<file path="src/rtl/serialtopar_aligner_pkg.sv">
// Shared definitions for the serial receive path: the comma/idle byte agreed
// with the transmitter and the aligner state encoding.
package serialtopar_aligner_pkg;

    localparam logic [7:0] COMMA = 8'hBC;

    typedef enum logic [1:0] {
        SEARCH = 2'd0,
        ALIGN  = 2'd1,
        LOCKED = 2'd2
    } state_t;

endpackage

</file>
<file path="src/rtl/serialtopar_aligner.sv">
// Serial-to-parallel receiver: hunts the comma bit-by-bit, confirms byte
// alignment over LOCK_COMMAS boundaries, then rebuilds and flags data bytes.
module serialtopar_aligner #(
    parameter logic [7:0] COMMA       = serialtopar_aligner_pkg::COMMA,
    parameter int         LOCK_COMMAS = 4
) (
    input  logic       clk_8f,
    input  logic       reset,
    input  logic       serial_in,
    output logic [7:0] data_out,
    output logic       valid_out,
    output logic       byte_strobe,
    output logic       active
);
    import serialtopar_aligner_pkg::*;

    localparam int            CW       = (LOCK_COMMAS < 2) ? 1 : $clog2(LOCK_COMMAS + 1);
    localparam logic [CW-1:0] LOCK_CNT = CW'(LOCK_COMMAS);

    state_t        state_reg, state_next;
    logic [7:0]    sr_reg;
    logic [7:0]    window;
    logic [2:0]    bit_cnt_reg, bit_cnt_next;
    logic [CW-1:0] comma_cnt_reg, comma_cnt_next;
    logic [7:0]    data_reg, data_next;
    logic          valid_reg, valid_next;
    logic          strobe_reg, strobe_next;
    logic          active_reg, active_next;
    logic          boundary;
    logic          is_comma;

    // The window includes the bit arriving this edge, so a byte completes
    // and is acted on at the same edge its LSB is sampled.
    assign window   = {sr_reg[6:0], serial_in};
    assign boundary = (bit_cnt_reg == 3'd7);
    assign is_comma = (window == COMMA);

    always_ff @(posedge clk_8f) begin
        if (reset) begin
            sr_reg <= 8'h00;
        end else begin
            sr_reg <= window;
        end
    end

    always_ff @(posedge clk_8f) begin
        if (reset) begin
            bit_cnt_reg   <= 3'd0;
            comma_cnt_reg <= '0;
        end else begin
            bit_cnt_reg   <= bit_cnt_next;
            comma_cnt_reg <= comma_cnt_next;
        end
    end

    always_ff @(posedge clk_8f) begin
        if (reset) begin
            state_reg  <= SEARCH;
            data_reg   <= 8'h00;
            valid_reg  <= 1'b0;
            strobe_reg <= 1'b0;
            active_reg <= 1'b0;
        end else begin
            state_reg  <= state_next;
            data_reg   <= data_next;
            valid_reg  <= valid_next;
            strobe_reg <= strobe_next;
            active_reg <= active_next;
        end
    end

    always_comb begin
        state_next     = state_reg;
        bit_cnt_next   = bit_cnt_reg + 3'd1;
        comma_cnt_next = comma_cnt_reg;
        data_next      = data_reg;
        valid_next     = valid_reg;
        strobe_next    = 1'b0;
        case (state_reg)
            SEARCH: begin
                bit_cnt_next = 3'd0;
                if (is_comma) begin
                    comma_cnt_next = CW'(1);
                    state_next     = (LOCK_COMMAS == 1) ? LOCKED : ALIGN;
                end
            end
            ALIGN: begin
                if (boundary) begin
                    if (!is_comma) begin
                        // A rejected boundary byte is not re-tested as a fresh comma.
                        comma_cnt_next = '0;
                        state_next     = SEARCH;
                    end else if (comma_cnt_reg + CW'(1) == LOCK_CNT) begin
                        comma_cnt_next = LOCK_CNT;
                        state_next     = LOCKED;
                    end else begin
                        comma_cnt_next = comma_cnt_reg + CW'(1);
                    end
                end
            end
            LOCKED: begin
                if (boundary) begin
                    data_next   = window;
                    valid_next  = !is_comma;
                    strobe_next = 1'b1;
                end
            end
            default: begin
                state_next = SEARCH;
            end
        endcase
        active_next = (state_next == LOCKED);
    end

    assign data_out    = data_reg;
    assign valid_out   = valid_reg;
    assign byte_strobe = strobe_reg;
    assign active      = active_reg;

endmodule

</file>
<file path="config.mk">
export PLATFORM = sky130hd
export DESIGN_NAME = serialtopar_aligner
export DESIGN_NICKNAME = d
export VERILOG_FILES = /design/src/rtl/serialtopar_aligner_pkg.sv /design/src/rtl/serialtopar_aligner.sv
export SDC_FILE = /design/constraint.sdc
export NUM_CORES = 1
export LEC_CHECK = 0
export CAP_MARGIN = 5
export CORE_MARGIN = 2
export CORE_UTILIZATION = 40
export CTS_CLUSTER_DIAMETER = 100
export CTS_CLUSTER_SIZE = 40
export DETAILED_ROUTE_END_ITERATION = 8
export DONT_BUFFER_PORTS = 1
export PLACE_DENSITY = 0.52
export SLEW_MARGIN = 15
export SYNTH_ARGS = -nofsm -noshare
export SYNTH_HDL_FRONTEND = slang
export SYNTH_SLANG_ARGS = --single-unit
</file>
<file path="constraint.sdc">
create_clock -name clk_8f -period 2 [get_ports clk_8f]
set_input_delay 0.5 -clock clk_8f [delete_from_list [all_inputs] [get_ports clk_8f]]
set_output_delay 0.5 -clock clk_8f [all_outputs]
set_load 0.02 [all_outputs]
</file>
# Yosys cells after proc, flatten, opt, wreduce, memory -nomap -nowiden

Cells that the tools add are included.

$add $sub $neg: 2
Eq/ne operators: 8
Muxes and demuxes: 11
Bitwise gates (word level): 1
Reduce and logical (&&, ||, !) cells: 7

Operators with widths:

| kind                                          | number |
|---|---|
| two-way mux 3 bit                             | 4 |
| == test 8 bit, second input constant          | 1 |
| two-way mux 2 bit                             | 4 |
| adder 3 x 1 -> 3 bit, second input constant   | 2 |
| == test 3 bit, second input constant          | 2 |
| one-hot mux 2 bit (3 select lines)            | 1 |
| one-hot mux 3 bit (2 select lines)            | 1 |
| == test 2 bit, second input constant          | 2 |
| != test 2 bit, second input constant          | 2 |
| OR reduction 2 bit                            | 2 |
| AND reduction 3 bit                           | 1 |
| == test 2 x 1 -> 1 bit, second input constant | 1 |
| logical NOT 2 bit                             | 1 |
| AND reduction 2 bit                           | 1 |
| nonzero test 2 bit                            | 1 |
| logical NOT 1 bit                             | 1 |
| two-way mux 1 bit                             | 1 |
| NOT 1 bit                                     | 1 |

Bits in registers: 26
Input port bits: 3
Output and inout port bits: 11
Word-level logic and storage cells: 37

# Logic depth before layout (Yosys ltp)

Gate-level depths: netlist (run 1).

Depth after elaboration: 7
Mapped depth: 6
Gate-level depth less buffers: 5

# Least setup slack after synthesis (run 1)

No wires, ideal clock.

Kind: input port to flip-flop
Start: input port serial_in
End: register comma_cnt_reg[2]
Arrival time: 1.388 ns
Data required time: 1.868 ns
Setup slack: 0.479 ns
Stages on the path: 4
Buffers on the path: 0
Cell sequence: or4b_4 > nor2_4 > a221o_1 > a21oi_1

Cells in the longest elaborated chain, start to end: 4
Elaborated cells between the ends (all ways): 6
Classes of those cells: eq/ne (2); mux (3); reduce/logical (1)

RTL lines:

| element                            | line                      | RTL |
|---|---|---|
| from (decl)                        | serialtopar_aligner.sv:9  | `input logic serial_in,` |
| == test 8 bit (*)                  | serialtopar_aligner.sv:36 | `assign is_comma = (window == COMMA);` |
| two-way mux 3 bit                  | serialtopar_aligner.sv:89 | `if (!is_comma) begin` |
| two-way mux 3 bit                  | serialtopar_aligner.sv:88 | `if (boundary) begin` |
| one-hot mux 3 bit (2 select lines) | serialtopar_aligner.sv:79 | `case (state_reg)` |
| to (signal assigned)               | serialtopar_aligner.sv:52 | `comma_cnt_reg <= comma_cnt_next;` |
| to (decl)                          | serialtopar_aligner.sv:24 | `logic [CW-1:0] comma_cnt_reg, comma_cnt_next;` |

Mark *: on every way between the ends. The rest lies on a longest branch, timed or not. The select of a mux whose other input is x is not followed.
A chain may end at the register's enable or synchronous reset.

# Final worst setup path (run 1)

Start: register bit_cnt_reg[0]
End: register data_reg[1], in the netlist data_out[1]

Cells in the longest elaborated chain, start to end: 2

RTL lines:

| element                              | line                      | RTL |
|---|---|---|
| from (decl)                          | serialtopar_aligner.sv:23 | `logic [2:0] bit_cnt_reg, bit_cnt_next;` |
| from (signal assigned)               | serialtopar_aligner.sv:51 | `bit_cnt_reg <= bit_cnt_next;` |
| == test 3 bit                        | serialtopar_aligner.sv:35 | `assign boundary = (bit_cnt_reg == 3'd7);` |
| net boundary                         | serialtopar_aligner.sv:29 | `logic boundary;` |
| AND reduction 2 bit (no source line) | -                         |  |
| to (signal assigned)                 | serialtopar_aligner.sv:65 | `data_reg <= data_next;` |
| to (decl)                            | serialtopar_aligner.sv:25 | `logic [7:0] data_reg, data_next;` |

The timed path passes the listed nets, and every way through them passes these cells.

==> results of run 1 <==
-- metrics by stage --
step	hold WS [ps]	std cells	total power [mW]	area [µm²]	setup WS [ps]
2_1_floorplan	408	105	0.541	998	479
3_3_place_gp	412	132	0.538	1030	410
3_5_place_dp	423	132	0.537	1030	383
4_1_cts	212	136	0.895	1080	353
5_1_grt	201	136	0.913	1080	255
6_report	229	136	0.879	1080	390
-- layout make-up --
type                    instances  area, µm²
clock buffers                   3       22.5
flip-flops and latches         26        520
multi-input cells              72        450
clock inverters                 1       30.0
well taps                      30       37.5
fillers                       240       1330
repair buffers                  2       15.0
inverters                       2       7.51
-- synth_stat cells, types with 3 or more instances --
| master | count |
|---|---|
| clkbuf_1 | 3 |
| dfxtp_1 | 26 |
| nand2_1 | 9 |
| nor2_1 | 6 |
| nor2b_1 | 9 |
| a21oi_1 | 13 |
| ha_1 | 4 |
| nand3_1 | 9 |
-- power breakdown --
| group | leakage (nW) | internal (mW) | switching [mW] |
|---|---|---|---|
| clock network | 0.0279 | 0.202 | 0.150 |
| logic | 0.157 | 0.00211 | 0.000611 |
| registers | 0.210 | 0.521 | 0.00221 |
| total | 0.395 | 0.726 | 0.153 |
-- cells in the final DEF, fill, tap and decap left out, types with 2 or more instances in the layout --
master | Yosys | layout
nand2_1 | 9 | 9
nor2b_1 | 9 | 9
buf_4 | 0 | 2
nand3_1 | 9 | 9
dfxtp_1 | 26 | 26
and3_1 | 2 | 2
nor2_1 | 6 | 6
nor3_1 | 2 | 2
ha_1 | 4 | 4
a221o_1 | 2 | 2
nor3b_1 | 2 | 2
clkbuf_4 | 0 | 3
inv_1 | 2 | 2
a21oi_1 | 13 | 13
-- layer usage --
metal | wire length [µm] | track usage (%) | vias up
met2 | 841 | 22.8 | 5
met1 | 902 | 19.9 | 339
met3 | 42 | 3.61 | 2
met5 | 0 | 0 | -
met4 | 20 | 7.69 | 0
li1 | - | - | 369
-- kinds of logic after synthesis --
family | count (synthesis) | synth area share, %
and+or+nand+nor | 46 | 26.4
DFF | 26 | 52.1
AOI/OAI and AO/OA | 21 | 12.8
xor gates and xnor gates | 1 | 0.877
buffers and inverters | 7 | 2.76
adders and majority gates | 4 | 5.01
-- worst reg2reg max path, cell delays in order (launching register included) --
cell     delay, ps
dfxtp_1        360
ha_1           150
ha_1           440
nand2_1        340
nand2_1        160
a21oi_1         70
-- how the worst max path moves through the flow --
stage | from | endpoint | slack (ps) | cells past startpoint
after floorplan | serial_in | comma_cnt_reg[2]$_SDFFE_PP0P_ | 480 | 4
after global placement | bit_cnt_reg[0]$_SDFF_PP0_ | data_out[1]$_SDFFE_PP0P_ | 410 | 5
after global routing | bit_cnt_reg[0]$_SDFF_PP0_ | data_out[6]$_SDFFE_PP0P_ | 260 | 5
final | bit_cnt_reg[0]$_SDFF_PP0_ | data_out[1]$_SDFFE_PP0P_ | 390 | 5
after detailed placement | bit_cnt_reg[0]$_SDFF_PP0_ | data_out[1]$_SDFFE_PP0P_ | 380 | 5
after CTS | bit_cnt_reg[0]$_SDFF_PP0_ | data_out[1]$_SDFFE_PP0P_ | 350 | 5
==> out/results.ini, run 1 <==
[floorplanning]
rows = 18
fp.dieArea_mm2 = 0.00291
dieHeight_um = 54.0
core-area_mm2 = 0.00241
io_pins = 14
fp.dieW_um = 54.0
start_util_pct = 41.4

[finish]
antennaDiodeCount = 0
drive_above_1_share_pct = 9.43
areaGrowthSynthToFinish_pct = 8.52
final_nets = 114
largest_reg_flops = 8
utilization_pct = 45.0

[critical_path]
start_kind = flop
reg2reg_from = bit_cnt_reg[0]$_SDFF_PP0_
critPathMaxFanout = 13
worstPathArrival_ps = 1830
r2r_slack_ps = 390
cp-end-kind = flop
crit_type = reg2reg
cp_num_buf_inv = 0
rr_worst_depth = 5
max_stage_delay_ps = 440
slowest_stage = ha_1
reg2reg_to = data_out[1]$_SDFFE_PP0P_
crit_family = adder cells
path_cells = ha_1, ha_1, nand2_1, nand2_1, a21oi_1
required_ps = 2220

[timing]
max_slew_margin_pct = 69.0
fin_skew_ps = 3.82
fmax_mhz = 621
post-route-period-util_pct = 80.5
slew_violations = 0
fin_tns_setup_ps = 0
hold_violations = 0
finalCriticalPeriod_ps = 1610
grt_setup_unrepaired = no
setup_violations = 0
worstMarginPinSlew_ps = 465

[synthesis]
synth-seq-area-share_pct = 52.1
synth_edf_count = 0
synthCells = 105
postSynthAreaPerCell_um2 = 9.51
synth_area_um2 = 998
async_flop_share_pct = 0
yosys_warnings = 0
synth.area.top_cells = dfxtp_1 (52%), a21oi_1 (6.5%), nor2b_1 (5.6%)
synth_fp_nets = 112
synth_seq_cells = 26
synth_top_area_share_pct = 52.1
yosysTopAreaCell = dfxtp_1
synth_ff_type = dfxtp_1
yosysUniqueCellTypes = 29

[cts]
htreeDepth = 1
cts_buffers = 3
cts_sinks = 26
clk_pin_slew_ps = 140
clock_path_buffers = 2
ctsResizeCount = 0
cts_hold_buf = 0
clk_latency_ps = 310
cts_root_buf = clkbuf_4
cts_setup_buffers = 0
cts_tree = built

[grt]
grt_pass1_vias = 712
gr-total-overflow = 0
grt_start_max_net_pins = 27
grt_usage_pct = 15.1
grt_pass1_wl_um = 3150
antenna_found_initial = 0

[routing]
drc = 0
ant_nets = 0
vias_per_cell = 5.26
drt_first_pass_iters = 4
vias = 715
wl_um = 1810
drt_iter0_drc = 9
wl_per_cell_um = 13.3

[min_path]
holdCritStartpoint = reset
min_to = data_out[5]$_SDFFE_PP0P_
worstHoldPathCells = 1
hold_path.class = in2reg

[pwr]
irDropWorstVdd_v = 0.000449
power_leakage_nw = 0.395
p_per_area_mw_per_mm2 = 811

[placed_design]
place_congestion = 0.737
port-buffer-count = 0
dp_hpwl_um = 1230

[job]
cap_violations = 0

[run_status]
outcome = completed

No activity file was read; power rests on OpenSTA's default activity.
==> run 2: changes to the inputs <==
PLACE_DENSITY = 0.54   (was 0.52)
clock period = 1.4 ns   (was 2 ns; I/O delays follow)
==> out/results.ini, run 2 (same netlist as run 1, synthesis figures left out) <==
[run_status]
outcome = complete, but fails checks
violations = setup timing

[grt]
gr-total-overflow = 0  ; unchanged
grt_pass1_wl_um = 3220  ; +2.2%
grt_start_max_net_pins = 27  ; unchanged
antenna_found_initial = 0  ; unchanged
grt_pass1_vias = 722  ; +1.4%
grt_usage_pct = 15.2  ; +0.11 points

[routing]
drc = 0  ; unchanged
ant_nets = 0  ; unchanged
wl_um = 1900  ; +5.1%
drt_first_pass_iters = 4  ; unchanged
wl_per_cell_um = 13.5  ; +1.4%
drt_iter0_drc = 18  ; +9
vias = 752  ; +5.2%
vias_per_cell = 5.33  ; +1.4%

[timing]
hold_ws_ps = 71.4  ; -158 ps
fin_tns_setup_ps = -23.5  ; -23.5 ps
layout_setup_ws_ps = -21.4  ; -411 ps
max_slew_margin_pct = 75.2  ; +6.2 points
worstMarginPinSlew_ps = 370  ; -94.3 ps
hold_violations = 0  ; unchanged
setup_violations = 2  ; +2
grt_setup_unrepaired = yes
finalCriticalPeriod_ps = 1420  ; -189 ps
slew_violations = 0  ; unchanged
post-route-period-util_pct = 102  ; +21 points
fmax_mhz = 704  ; +13%
fin_skew_ps = 5.58  ; +1.76 ps

[critical_path]
start_kind = flop
worstPathArrival_ps = 1690  ; -140 ps
required_ps = 1660  ; -560 ps
path_cells = or4b_4, nor3b_4, o21ai_1, a21oi_1
crit_family = simple AND/OR/NAND/NOR gates
slowest_stage = or4b_4
cp-end-kind = flop
cp_num_buf_inv = 0  ; unchanged
crit_type = reg2reg
max_stage_delay_ps = 560  ; +120 ps
critPathMaxFanout = 3  ; -10

[finish]
areaGrowthSynthToFinish_pct = 15.7
layout_common_cells = dfxtp_1 (25), a21oi_1 (12), nand3_1 (9), nand2_1 (8), nor2b_1 (8)
final_nets = 119  ; +4.4%
fill_cells = 239  ; -0.42%
antennaDiodeCount = 0  ; unchanged
drive_above_1_share_pct = 18.9  ; +9.5 points
layout_commonest_cell = dfxtp_1
largest_reg_flops = 8  ; unchanged

[cts]
cts_buffers = 3  ; unchanged
cts_root_buf = clkbuf_4
clock_path_buffers = 2  ; unchanged
htreeDepth = 1  ; unchanged
clk_pin_slew_ps = 140  ; about the same
cts_sinks = 26  ; unchanged
clk_latency_ps = 320  ; about the same
cts_tree = built
cts_setup_buffers = 0  ; unchanged

[pwr]
power_leakage_nw = 0.441  ; +12%
p_per_area_mw_per_mm2 = 1090  ; +35%
irDropWorstVdd_v = 0.000762  ; +70%

[placed_design]
port-buffer-count = 0  ; unchanged
dp_hpwl_um = 1330  ; +8.5%
place_congestion = 0.842  ; +14%

[floorplanning]
fp.dieW_um = 54.0  ; unchanged
dieHeight_um = 54.0  ; unchanged
rows = 18  ; unchanged
start_util_pct = 41.4  ; unchanged
io_pins = 14  ; unchanged
fp.dieArea_mm2 = 0.00291  ; unchanged
core-area_mm2 = 0.00241  ; unchanged

[min_path]
hold_path.class = in2reg

[job]
cap_violations = 0  ; unchanged

==> run 2: cell types whose count changed in the layout (fill, tap and decap cells not counted), sizes merged <==
cell / previous run / this run
buf: 2 / 7
==> run 2: through the flow <==
step / utilization (%) / worst slack, ps / power [mW] / area [µm²] / std cells
2_1_floorplan: - / 29.1 / 0.773 / 1000 / 105
6_report: 47.9 / -21.4 / 1.26 / 1150 / 141
4_1_cts: 47.0 / -4.60 / 1.28 / 1130 / 141
3_3_place_gp: 44.3 / -96.9 / 0.770 / 1070 / 137
3_5_place_dp: 44.3 / -80.8 / 0.770 / 1070 / 137
5_1_grt: 47.9 / -94.2 / 1.30 / 1150 / 141
==> run 2: area by class of cell <==
class                   instances  area (µm²)  share of cell area (%)
clock buffers                   3        22.5                    1.95
clock inverters                 1        30.0                    2.60
inverters                       2        7.51                   0.650
multi-input cells              72         483                    41.8
flip-flops and latches         26         522                    45.2
well taps                      30        37.5                    3.25
repair buffers                  7        52.6                    4.55
==> run 2: metal layers <==
metal	track usage, %	share of wire (%)
met1	20.2	46
met2	24.2	49
met3	3.33	3.6
met4	5.13	0.79
met5	0	0
==> run 2: report_power, final <==
part	internal, mW	switching, mW
registers	0.745	0.00270
logic	0.00492	0.00173
clock network	0.289	0.220
==> run 2: worst paths after layout <==
| check | startpoint | to | slack [ps] | depth (start not counted) |
|---|---|---|---|---|
| setup / recovery | sr_reg[5]$_SDFF_PP0_ | comma_cnt_reg[2]$_SDFFE_PP0P_ | -20 | 4 |
| hold reg to reg | bit_cnt_reg[0]$_SDFF_PP0_ | bit_cnt_reg[0]$_SDFF_PP0_ | 440 | 1 |
| hold / removal | reset | sr_reg[5]$_SDFF_PP0_ | 70 | 1 |
| setup reg to reg | sr_reg[5]$_SDFF_PP0_ | comma_cnt_reg[2]$_SDFFE_PP0P_ | -20 | 4 |
==> run 2: repair_timing <==
| action | in CTS | in global routing |
|---|---|---|
| hold buffers | 0 | 0 |
| gates resized for setup | 3 | 5 |
| endpoints found under the setup margin | 15 | 10 |
| pin swaps | 4 | 3 |
==> run 3: changes to the inputs <==
SETUP_SLACK_MARGIN = 0.15   (was unset)
==> out/results.ini, run 3 (same netlist as run 1, synthesis figures left out) <==
[floorplanning]
rows = 18  ; unchanged
start_util_pct = 41.4  ; unchanged
fp.dieW_um = 54.0  ; unchanged
io_pins = 14  ; unchanged
dieHeight_um = 54.0  ; unchanged
core-area_mm2 = 0.00241  ; unchanged
fp.dieArea_mm2 = 0.00291  ; unchanged

[grt]
grt_pass1_vias = 725  ; +0.42%
grt_start_max_net_pins = 27  ; unchanged
antenna_found_initial = 0  ; unchanged
grt_usage_pct = 15.8  ; +0.62 points
grt_pass1_wl_um = 3320  ; +3.2%
gr-total-overflow = 0  ; unchanged

[cts]
htreeDepth = 1  ; unchanged
clk_latency_ps = 300  ; -20 ps
clock_path_buffers = 2  ; unchanged
cts_buffers = 3  ; unchanged
cts_sinks = 26  ; unchanged
cts_root_buf = clkbuf_4
clk_pin_slew_ps = 130  ; about the same
cts_tree = built

[finish]
antennaDiodeCount = 0  ; unchanged
multi_input_area_um2 = 490  ; +1.6%
drive_above_1_share_pct = 22.3  ; +3.4 points
final_nets = 121  ; +1.7%
final_area_mm2 = 0.00115  ; -0.43%
fill_cells = 242  ; +1.3%
utilization_pct = 47.7  ; -0.21 points
layout_common_cells = dfxtp_1 (23), a21oi_1 (13), nand3_1 (9), buf_4 (9)
seq_area_um2 = 524  ; +0.48%
areaGrowthSynthToFinish_pct = 15.2
layout_commonest_cell = dfxtp_1
largest_reg_flops = 8  ; unchanged

[timing]
layout_setup_ws_ps = -0.907  ; +20.4 ps
finalCriticalPeriod_ps = 1400  ; -20.4 ps
max_slew_margin_pct = 70.2  ; -5.0 points
fin_skew_ps = 1.60  ; -3.98 ps
grt_setup_unrepaired = yes
hold_violations = 0  ; unchanged
setup_violations = 1  ; -1
fmax_mhz = 714  ; +1.5%
post-route-period-util_pct = 100  ; -1.5 points
worstMarginPinSlew_ps = 446  ; +75.3 ps
slew_violations = 0  ; unchanged

[min_path]
worstHoldPathCells = 1  ; unchanged
min_to = sr_reg[0]$_SDFF_PP0_
holdCritStartpoint = reset
hold_path.class = in2reg

[routing]
vias = 736  ; -2.1%
vias_per_cell = 5.18  ; -2.8%
wl_um = 1960  ; +3.2%
drt_iter0_drc = 8  ; -10
drc = 0  ; unchanged
drt_first_pass_iters = 4  ; unchanged
ant_nets = 0  ; unchanged
wl_per_cell_um = 13.8  ; +2.5%

[critical_path]
reg2reg_from = sr_reg[0]$_SDFF_PP0_
reg2reg_to = comma_cnt_reg[2]$_SDFFE_PP0P_
crit_type = reg2reg
worstPathArrival_ps = 1650  ; -40 ps
rr_worst_depth = 4  ; unchanged
cp-end-kind = flop
start_kind = flop
r2r_slack_ps = -0.9  ; +20 ps
critPathMaxFanout = 3  ; unchanged
required_ps = 1650  ; about the same
crit_start = sr_reg[0]$_SDFF_PP0_

[placed_design]
postPlaceCellArea_mm2 = 0.00108  ; +0.70%
dp_hpwl_um = 1380  ; +3.5%
place_congestion = 0.777  ; -7.8%
port-buffer-count = 0  ; unchanged
place_ws_ps = -49.3  ; +31.5 ps

[run_status]
violations = setup timing
outcome = complete, but fails checks

[pwr]
p_per_area_mw_per_mm2 = 915  ; -16%
finalPower_mw = 1.05  ; -17%
power_leakage_nw = 0.428  ; -3.0%
irDropWorstVdd_v = 0.000560  ; -26%

[job]
cap_violations = 0  ; unchanged

## run 3: changes by cell type in the layout (fill, tap and decap cells not counted), sizes merged
cell	change
buf	+2
bufinv	-1
## run 3: power by group
| group | leakage [nW] | switching [mW] | total, mW | internal (mW) |
|---|---|---|---|---|
| logic | 0.203 | 0.00165 | 0.00658 | 0.00493 |
| registers | 0.211 | 0.00298 | 0.747 | 0.744 |
| clock network | 0.0138 | 0.198 | 0.299 | 0.100 |
## run 3: how the worst max path moves through the flow
stage,endpoint,slack (ps),cells after the start
after floorplan,comma_cnt_reg[2]$_SDFFE_PP0P_,90,4
after global placement,comma_cnt_reg[2]$_SDFFE_PP0P_,-50,5
after detailed placement,comma_cnt_reg[2]$_SDFFE_PP0P_,-50,5
after CTS,comma_cnt_reg[1]$_SDFFE_PP0P_,4,4
after global routing,comma_cnt_reg[2]$_SDFFE_PP0P_,-70,4
final,comma_cnt_reg[2]$_SDFFE_PP0P_,-0.9,4
## run 3: metal layers
metal,GRT usage (%),part of all wire [%]
met5,0,0
met4,6.41,0.77
met3,4.17,3.2
met2,25.0,47
met1,20.3,49
## run 3: critical path, cell delays in order (launching register included)
cell     delay (ps)
dfxtp_2         340
or4b_4          550
nor3b_2         220
o21ai_1         100
a21oi_1         130
## run 3: repair_timing
item	CTS	global route
hold endpoints to repair	0	0
setup endpoints to repair	16	15
pin swaps	4	1
gates resized for setup	6	6
hold buffers	0	0
buffers inserted	1	0
## run 3: final cells by class
cell class	instances	share of cell area, %
inverters	2	0.653
clock buffers	3	1.96
well taps	30	3.26
multi-input cells	72	42.7
repair buffers	9	5.88
flip-flops and latches	26	45.6
## run 3: metrics by stage
stage	instances	hold slack [ps]	TNS (ps)
2_1_floorplan	105	408	0
3_3_place_gp	138	418	-80.4
3_5_place_dp	138	418	-109
4_1_cts	142	75.7	0
5_1_grt	142	65.6	-206
6_report	142	85.7	-0.907
